### src/rtl/blocked_ram_pkg.sv
`default_nettype none
// ============================================================================
//  Module      : blocked_ram_pkg
//  Description : Shared constants for the blocked_ram_sdp_init block RAM:
//                sweep FSM state encoding, byte-lane width and a clog2
//                helper that never returns less than 1.
//  Revision    : 1.0 - initial release
// ============================================================================
package blocked_ram_pkg;

    // Clear-sweep FSM encoding
    localparam logic [0:0] ST_INIT  = 1'b0;
    localparam logic [0:0] ST_READY = 1'b1;

    // Width of one byte lane controlled by a single byte enable
    localparam int c_BYTE_W = 8;

    // Address width for a given depth; at least 1 so a depth-1 RAM still has a port
    function automatic int clog2_min1(input int value);
        int r;
        r = 0;
        for (int i = 0; i < 31; i++) begin
            if ((1 << i) < value) begin
                r = i + 1;
            end
        end
        return (r < 1) ? 1 : r;
    endfunction

endpackage
`default_nettype wire

### src/rtl/blocked_ram_sdp_core.sv
`default_nettype none
// ============================================================================
//  Module      : blocked_ram_sdp_core
//  Description : Raw simple-dual-port storage array with byte-enable writes
//                and a registered, read-first read port. Deliberately has no
//                reset so that synthesis maps it onto block RAM.
//  Revision    : 1.0 - initial release
// ============================================================================
module blocked_ram_sdp_core
    import blocked_ram_pkg::*;
#(
    parameter int DATA_W = 32,
    parameter int DEPTH  = 64,
    parameter int AW     = 6,
    localparam int BW    = DATA_W / c_BYTE_W
)(
    input  logic              clk,
    input  logic              i_we,
    input  logic [AW-1:0]     i_waddr,
    input  logic [BW-1:0]     i_wbe,
    input  logic [DATA_W-1:0] i_wdata,
    input  logic              i_re,
    input  logic [AW-1:0]     i_raddr,
    output logic [DATA_W-1:0] o_rdata
);

    logic [DATA_W-1:0] r_mem [DEPTH];
    logic [DATA_W-1:0] r_rdata;

    // Byte-lane write: only lanes with their enable set are updated
    always_ff @(posedge clk) begin
        if (i_we) begin
            for (int i = 0; i < BW; i++) begin
                if (i_wbe[i]) begin
                    r_mem[i_waddr][i*c_BYTE_W +: c_BYTE_W] <= i_wdata[i*c_BYTE_W +: c_BYTE_W];
                end
            end
        end
    end

    // Registered read; a same-address write in the same cycle is not visible (read-first)
    always_ff @(posedge clk) begin
        if (i_re) begin
            r_rdata <= r_mem[i_raddr];
        end
    end

    assign o_rdata = r_rdata;

endmodule
`default_nettype wire

### src/rtl/blocked_ram_sdp_init.sv
`default_nettype none
// ============================================================================
//  Module      : blocked_ram_sdp_init
//  Description : Simple-dual-port block RAM with per-byte write enables,
//                selectable read-during-write behaviour, a read-valid flag
//                and a hardware clear sweep after every reset. Ports are
//                ignored until the sweep has zeroed the whole array.
//                Optional macro BRAM_OUT_REG_EN adds an output register
//                (read latency 2 instead of 1).
//  Revision    : 1.0 - initial release
// ============================================================================
module blocked_ram_sdp_init
    import blocked_ram_pkg::*;
#(
    parameter int BRAM_WIDTH = 32,
    parameter int BRAM_DEPTH = 64,
    parameter int RDW_MODE   = 0,
    localparam int AW        = clog2_min1(BRAM_DEPTH),
    localparam int BW        = BRAM_WIDTH / c_BYTE_W
)(
    input  logic                  clk,
    input  logic                  rst,
    input  logic                  wr_en,
    input  logic [AW-1:0]         wr_addr,
    input  logic [BW-1:0]         wr_be,
    input  logic [BRAM_WIDTH-1:0] wr_data,
    input  logic                  rd_en,
    input  logic [AW-1:0]         rd_addr,
    output logic [BRAM_WIDTH-1:0] rd_data,
    output logic                  rd_valid,
    output logic                  init_done
);

    localparam logic [AW:0]   c_DEPTH   = (AW+1)'(BRAM_DEPTH);
    localparam logic [AW-1:0] c_LAST    = AW'(BRAM_DEPTH - 1);
    localparam logic          c_RDW_NEW = (RDW_MODE == 1);

    // Sweep FSM
    logic [0:0]    r_state;
    logic [AW-1:0] r_sweep_cnt;
    logic          r_init_done;

    // Port qualification
    logic w_ready;
    logic w_wr_in_range;
    logic w_rd_in_range;
    logic w_wr_acc;
    logic w_rd_acc;
    logic w_core_re;
    logic w_collide;

    // Core array interface
    logic                  w_core_we;
    logic [AW-1:0]         w_core_waddr;
    logic [BW-1:0]         w_core_wbe;
    logic [BRAM_WIDTH-1:0] w_core_wdata;
    logic [BRAM_WIDTH-1:0] w_core_rdata;

    // Context of the most recent accepted read, kept alongside the array output
    logic                  r_rd_valid1;
    logic                  r_rd_have;
    logic                  r_rd_oor;
    logic                  r_rd_byp;
    logic [BRAM_WIDTH-1:0] r_byp_data;
    logic [BW-1:0]         r_byp_be;
    logic [BRAM_WIDTH-1:0] w_merged;
    logic [BRAM_WIDTH-1:0] w_rd_word;

    assign w_ready       = (r_state == ST_READY);
    assign w_wr_in_range = ({1'b0, wr_addr} < c_DEPTH);
    assign w_rd_in_range = ({1'b0, rd_addr} < c_DEPTH);
    assign w_wr_acc      = w_ready & wr_en & w_wr_in_range;
    assign w_rd_acc      = w_ready & rd_en;
    assign w_core_re     = w_rd_acc & w_rd_in_range;
    assign w_collide     = w_wr_acc & w_core_re & (wr_addr == rd_addr);

    // While sweeping, the array write port belongs to the clear counter
    assign w_core_we    = ~w_ready | w_wr_acc;
    assign w_core_waddr = w_ready ? wr_addr : r_sweep_cnt;
    assign w_core_wbe   = w_ready ? wr_be   : {BW{1'b1}};
    assign w_core_wdata = w_ready ? wr_data : {BRAM_WIDTH{1'b0}};

    blocked_ram_sdp_core #(
        .DATA_W (BRAM_WIDTH),
        .DEPTH  (BRAM_DEPTH),
        .AW     (AW)
    ) u_core (
        .clk     (clk),
        .i_we    (w_core_we),
        .i_waddr (w_core_waddr),
        .i_wbe   (w_core_wbe),
        .i_wdata (w_core_wdata),
        .i_re    (w_core_re),
        .i_raddr (rd_addr),
        .o_rdata (w_core_rdata)
    );

    // Clear sweep: one zero write per cycle, then READY until the next reset
    always_ff @(posedge clk or posedge rst) begin
        if (rst) begin
            r_state     <= ST_INIT;
            r_sweep_cnt <= '0;
            r_init_done <= 1'b0;
        end else begin
            case (r_state)
                ST_INIT: begin
                    if (r_sweep_cnt == c_LAST) begin
                        r_state     <= ST_READY;
                        r_init_done <= 1'b1;
                    end else begin
                        r_sweep_cnt <= r_sweep_cnt + 1'b1;
                    end
                end
                ST_READY: begin
                    r_state <= ST_READY;
                end
                default: begin
                    r_state <= ST_INIT;
                end
            endcase
        end
    end

    assign init_done = r_init_done;

    // Capture read context only on accepted reads so the output holds between reads
    always_ff @(posedge clk or posedge rst) begin
        if (rst) begin
            r_rd_valid1 <= 1'b0;
            r_rd_have   <= 1'b0;
            r_rd_oor    <= 1'b0;
            r_rd_byp    <= 1'b0;
            r_byp_data  <= '0;
            r_byp_be    <= '0;
        end else begin
            r_rd_valid1 <= w_rd_acc;
            if (w_rd_acc) begin
                r_rd_have  <= 1'b1;
                r_rd_oor   <= ~w_rd_in_range;
                r_rd_byp   <= c_RDW_NEW & w_collide;
                r_byp_data <= wr_data;
                r_byp_be   <= wr_be;
            end
        end
    end

    // New-data read-during-write: overlay the written lanes onto the old array word
    always_comb begin
        w_merged = w_core_rdata;
        for (int i = 0; i < BW; i++) begin
            if (r_byp_be[i]) begin
                w_merged[i*c_BYTE_W +: c_BYTE_W] = r_byp_data[i*c_BYTE_W +: c_BYTE_W];
            end
        end
    end

    // Zero until the first read after reset, and for out-of-range reads
    assign w_rd_word = (~r_rd_have | r_rd_oor) ? {BRAM_WIDTH{1'b0}}
                     : (r_rd_byp ? w_merged : w_core_rdata);

`ifdef BRAM_OUT_REG_EN
    logic                  r_rd_valid2;
    logic [BRAM_WIDTH-1:0] r_rd_out;

    // Extra output stage; loads only when the first stage carries a read result
    always_ff @(posedge clk or posedge rst) begin
        if (rst) begin
            r_rd_valid2 <= 1'b0;
            r_rd_out    <= '0;
        end else begin
            r_rd_valid2 <= r_rd_valid1;
            if (r_rd_valid1) begin
                r_rd_out <= w_rd_word;
            end
        end
    end

    assign rd_data  = r_rd_out;
    assign rd_valid = r_rd_valid2;
`else
    assign rd_data  = w_rd_word;
    assign rd_valid = r_rd_valid1;
`endif

endmodule
`default_nettype wire

### config.mk
export PLATFORM = sky130hd
export DESIGN_NAME = blocked_ram_sdp_init
export DESIGN_NICKNAME = d
export VERILOG_FILES = /design/src/rtl/blocked_ram_pkg.sv /design/src/rtl/blocked_ram_sdp_core.sv /design/src/rtl/blocked_ram_sdp_init.sv
export SDC_FILE = /design/constraint.sdc
export NUM_CORES = 2
export LEC_CHECK = 0
export CORE_MARGIN = 2
export CORE_UTILIZATION = 60
export DETAILED_ROUTE_END_ITERATION = 8
export GPL_TIMING_DRIVEN = 1
export PLACE_DENSITY = 0.76
export RECOVER_POWER = 25
export SLEW_MARGIN = 15
export SYNTH_ARGS = -nofsm -noshare
export SYNTH_HDL_FRONTEND = slang
export SYNTH_HIERARCHICAL = 1
export SYNTH_SLANG_ARGS = --single-unit
### constraint.sdc
create_clock -name clk -period 2.8 [get_ports clk]
set_input_delay 0.7 -clock clk [delete_from_list [all_inputs] [get_ports clk]]
set_output_delay 0.7 -clock clk [all_outputs]
set_load 0.02 [all_outputs]
Word-level counts from Yosys, hierarchy flattened --
Memories as Yosys holds them, arrays and structs flattened. A register that Yosys moved wholly into a read port is not among the register bits. Cells that the tools add are included.
Storage, ports and cells: word-level logic and storage cells 33, memories 1, bits in writable memories 2048, input port bits 52, output and inout bits 34, register bits 10
Memories:
- u_core.r_mem | words 64, bits a word 32, rd ports 1, clocked after memory_dff 1, wr ports 1, RTL line blocked_ram_sdp_core.sv:27 | logic [DATA_W-1:0] r_mem [DEPTH];
Operators by class: reduce and logical (&&, ||, !) cells 2, add/subtract/negate cells 1, equal/unequal tests 1, muxes and demuxes 18, bitwise logic cells 5
Operator list (count):
- $mux 32 | 2
- $mux 1 | 13
- $add 6x1->6 const B | 1
- $eq 6x6->1 const B | 1
- $mux 6 | 1
- $mux 4 | 1
- $reduce_and 2->1 | 2
- $and 1x1->1 | 2
- $not 1->1 | 2
- $pmux 1 s2 | 1
- $or 1x1->1 | 1

Longest topological paths before layout --
depth after elaboration 4, mapped depth 10, gate-level depth less buffers 5

Cells and area by module --
Netlist, hierarchy kept.
Modules (own cells, without submodules):
- blocked_ram_sdp_core | instances 1, area each 80091.8 um^2, cells each 3576, sequential area each 62459.9 um^2
- blocked_ram_sdp_init | instances 1, area each 979.7 um^2, cells each 119, sequential area each 250.2 um^2

Least setup slack after synthesis --
Ideal clock, no wire load.
path type input to register, start point input port rd_addr[2], end point register u_core.r_rdata[16], in the netlist u_core/o_rdata[16] (read register of u_core.r_mem), data pin, path slack 0.113 ns, data required time 2.530 ns, setup time 0.270 ns, path buffers 3, data arrival time 2.416 ns, cell stages on the path 7, path through buf_2 clkbuf_1 buf_2 mux4_2 mux4_2 a21oi_1 o211ai_1
RTL lines:
- start, declared | RTL line blocked_ram_sdp_init.sv:28 | input logic [AW-1:0] rd_addr,
- end, declared | RTL line blocked_ram_sdp_core.sv:28 | logic [DATA_W-1:0] r_rdata;

Worst setup path in the final report --
start point register r_state, end point memory u_core.r_mem[26][22] (enable)
On the way: elaborated cells on any way between the ends 8, those cells by class mux (5); bitwise (3)
RTL lines:
- start, declared | RTL line blocked_ram_sdp_init.sv:39 | logic [0:0] r_state;
- start signal, assigned | RTL line blocked_ram_sdp_init.sv:101 | r_state <= ST_INIT;
- start signal, assigned | RTL line blocked_ram_sdp_init.sv:108 | r_state <= ST_READY;
- start signal, assigned | RTL line blocked_ram_sdp_init.sv:115 | r_state <= ST_READY;
- $mux 6 | RTL line blocked_ram_sdp_init.sv:79 | assign w_core_waddr = w_ready ? wr_addr : r_sweep_cnt;
- named net w_core_waddr[2] | RTL line blocked_ram_sdp_init.sv:54 | logic [AW-1:0] w_core_waddr;
- end, declared | RTL line blocked_ram_sdp_core.sv:27
The timed path passes the listed nets, and every way through them passes these cells.

==> summary.txt <==
Synthesis
  – Cell variety after synth: 47
  – Synth Flop Type: edfxtp_1
  – Post-synthesis register bit count: around 2100
  – Mapped Nets: around 3700
  – Synth Cell Area: 81100 um2
  – Top-area cell type share of the netlist area: 77.0%
  – Gate Count Post-Synth: 3695
  – Syn. warnings: 6
  – Share of synthesized area occupied by flip-flops and latches: between 70% and 80%
  – Area contributors post-synth: edfxtp_1, mux4_2, nor2_1
  – Ys async rst share: less than 1%
  – Syn avg cell area: 21.9 um2
  – Synth area leader: edfxtp_1
  – Post-synth EDFFs: about 2100

Timing
  – Final hold viol count: 0
  – RSZ-0062 raised after global routing: false
  – Actual slew at the worst max-slew pin: 1.52 ns
  – Pins over their slew limit: 35
  – Fin crit share: 99.1%
  – Tmin final: roughly 2.8 ns
  – Final setup vio count: 0
  – Rel. slew slack: -1.61%
  – Clk_skew: approximately 0.029 ns
  – FMAX: 360 MHz
  – Worst hold slack: 0.338 ns

Clocking
  – TritonCTS clock tree: done
  – Worst-path clk slew: ~0.070 ns
  – Max clock buf depth: 3
  – Root Driver: clkbuf_16
  – # clock sinks: 2090
  – Clk_lat worst skew: between 0.8 and 0.9 ns
  – # H-tree levels: 4
  – CTS Buf Count: a little under 200

Place
  – Port bufs: 85
  – DP HPWL: around 140000 um
  – Placed cell area: approximately 90000 um2
  – Placer congestion estimate: 1.06

Floorplan
  – Starting Density: between 60% and 70%
  – Die Ht: between 300 and 400 um
  – Die Width: about 370 um
  – Core area: roughly 130000 um2
  – FP Rows: about 130
  – Io pins: between 80 and 90
  – Die area: approximately 140000 um2

Power and ir drop
  – Leakage Power: 27.4 nW
  – Max VDD drop: 0.619 mV
  – PwrDens: roughly 650 nW/um2

Worst setup path
  – Crit path launch type: flop
  – CP startpoint: r_state$_DFF_PP0_
  – CP Data Required Time: between 3 and 4 ns
  – Crit Path Max Fanout: 11
  – Depth of the most critical reg-to-reg path: 8
  – CP arrival: 3.29 ns
  – Setup slack, reg-to-reg: roughly 0.024 ns
  – Critical Setup Path Class: flop to flop
  – FF-to-FF End: u_core/r_mem[26][22]$_DFFE_PP_
  – Reg2Reg Launch Point: r_state$_DFF_PP0_
  – Setup crit end kind: flop

Global routing
  – Largest net degree at the start of global routing: 65
  – First-pass GRT wire length: between 300000 and 400000 um
  – Initial antenna violation count: 11
  – Vias in the first global route: about 44000
  – Aggregate global routing overflow: 0
  – Total Routing Usage GR: roughly 33%

Final layout
  – Commonest non-fill, non-tap cells in the layout: edfxtp_1, buf_4, mux4_2, nor2_1, clkbuf_16
  – Cell area after layout: 96100 um2
  – Final net count: 4547
  – Fraction of layout cells with a size suffix above 1: a little over a third
  – Commonest non-fill, non-tap cell in the layout: edfxtp_1
  – Area Growth Syn to Fin: 18.6%

Run
  – Max cap viols: 1

Route
  – Avg WL per Cell: about 35 um
  – Vias per cell: approximately 6.8
  – DR iter-0 viols: 6832
  – DRT Wirelength: 225000 um
  – Antenna Nets Post-Route: 0
  – DRT Pass-1 Iters: 6
  – DRC: 0
  – Via count: between 40000 and 50000

Outcome
  – Status: finished, violations left
  – Failing checks: capacitance limit, slew limit

Worst hold path
  – Hold Path Class: input pin to async pin
## worst max-delay path by stage
stage                                          end  slack, ns  depth (start not counted)
CTS                                     rd_data[4]      0.002                          4
finish              u_core/r_mem[26][22]$_DFFE_PP_       0.02                          8
global placement    u_core/r_mem[51][17]$_DFFE_PP_      -0.58                          8
floorplan             u_core/o_rdata[16]$_DFFE_PP_       0.11                          7
detailed placement  u_core/r_mem[18][11]$_DFFE_PP_      -0.60                          8
global route                            rd_data[6]      0.003                          4
## synthesized netlist by cell type, types with 16 or more instances
cell	count
nor2_1	282
a22oi_1	50
nand2_1	85
edfxtp_1	2080
buf_2	64
a21oi_1	32
nor3_1	21
a221oi_1	16
and2_1	69
mux2_2	33
clkbuf_1	88
buf_1	20
mux2i_1	79
mux4_2	543
o211ai_1	19
o22ai_1	43
buf_4	31
## final cells by class
class,count,area (um2)
sequential,2090,62700
inverter,2,7.51
clock inverter,129,1360
fill,7380,37700
tap,1768,2210
multi-input combinational,1384,17300
antenna,5,12.5
timing repair buffer,820,7400
clock buffer,234,5130
## per-layer routing
metal  GRT usage (%)  wire length [um]  vias to the layer above
li1                -                 -                    17100
met1            43.1             76100                    22700
met2            50.6            105000                     3503
met3            10.5             29000                      676
met4            17.7             14100                       16
met5            1.01               292                        -
## timing repair
action / in CTS / in global routing
gates resized for setup: 103 / 14
endpoints found under the setup margin: 64 / 370
setup buffers: 1 / 0
hold buffers: 0 / 0
## cell families (layout without fill, tap and decap cells)
family                     count (synthesis)  count (layout)  synth area share (%)
DFF                                     2090            2090                  77.4
muxes                                    656             656                  16.5
and+or+nand+nor                          518             518                  2.85
buffers and inverters                    221            1185                  1.40
AOI/OAI and AO/OA                        208             208                  1.84
adders and majority gates                  1               1                0.0154
xor gates and xnor gates                   1               1                0.0108
other                                      0               5                     0
## worst max-delay path, cell delays in order, from the launching register on
cell     delay, ns
dfrtp_2       0.48
mux2_2        0.45
buf_4         0.18
nor3b_1       0.28
buf_4         0.18
nand2_1       0.24
buf_4         0.27
nor2_1        0.13
buf_4         0.24
## through the flow
step | std cells | power, mW | util [%] | setup TNS (ns) | setup slack [ns]
global route | 6427 | 64.0 | 71.8 | 0 | 0.00302
detailed placement | 6063 | 36.4 | 67.3 | -395.73 | -0.596
CTS | 6427 | 62.8 | 72.2 | 0 | 0.00244
floorplan | 3695 | 35.5 | - | 0 | 0.113
finish | 6432 | 62.7 | 71.9 | 0 | 0.0241
global placement | 6063 | 36.4 | 67.3 | -380.38 | -0.577
## power by group
group	switching, mW	leakage [nW]	internal [mW]
logic	1.04	9.55	0.847
clock network	11.5	3.17	15.4
registers	0	14.7	33.9
## flip-flops by register name, summed over array words and instances, names as in the netlist
register        flops
u_core/r_mem     2048
r_state             1
u_core/o_rdata     32
r_rd_have           1
r_sweep_cnt         6
init_done           1
rd_valid            1
(Power assumes the default switching activity.)
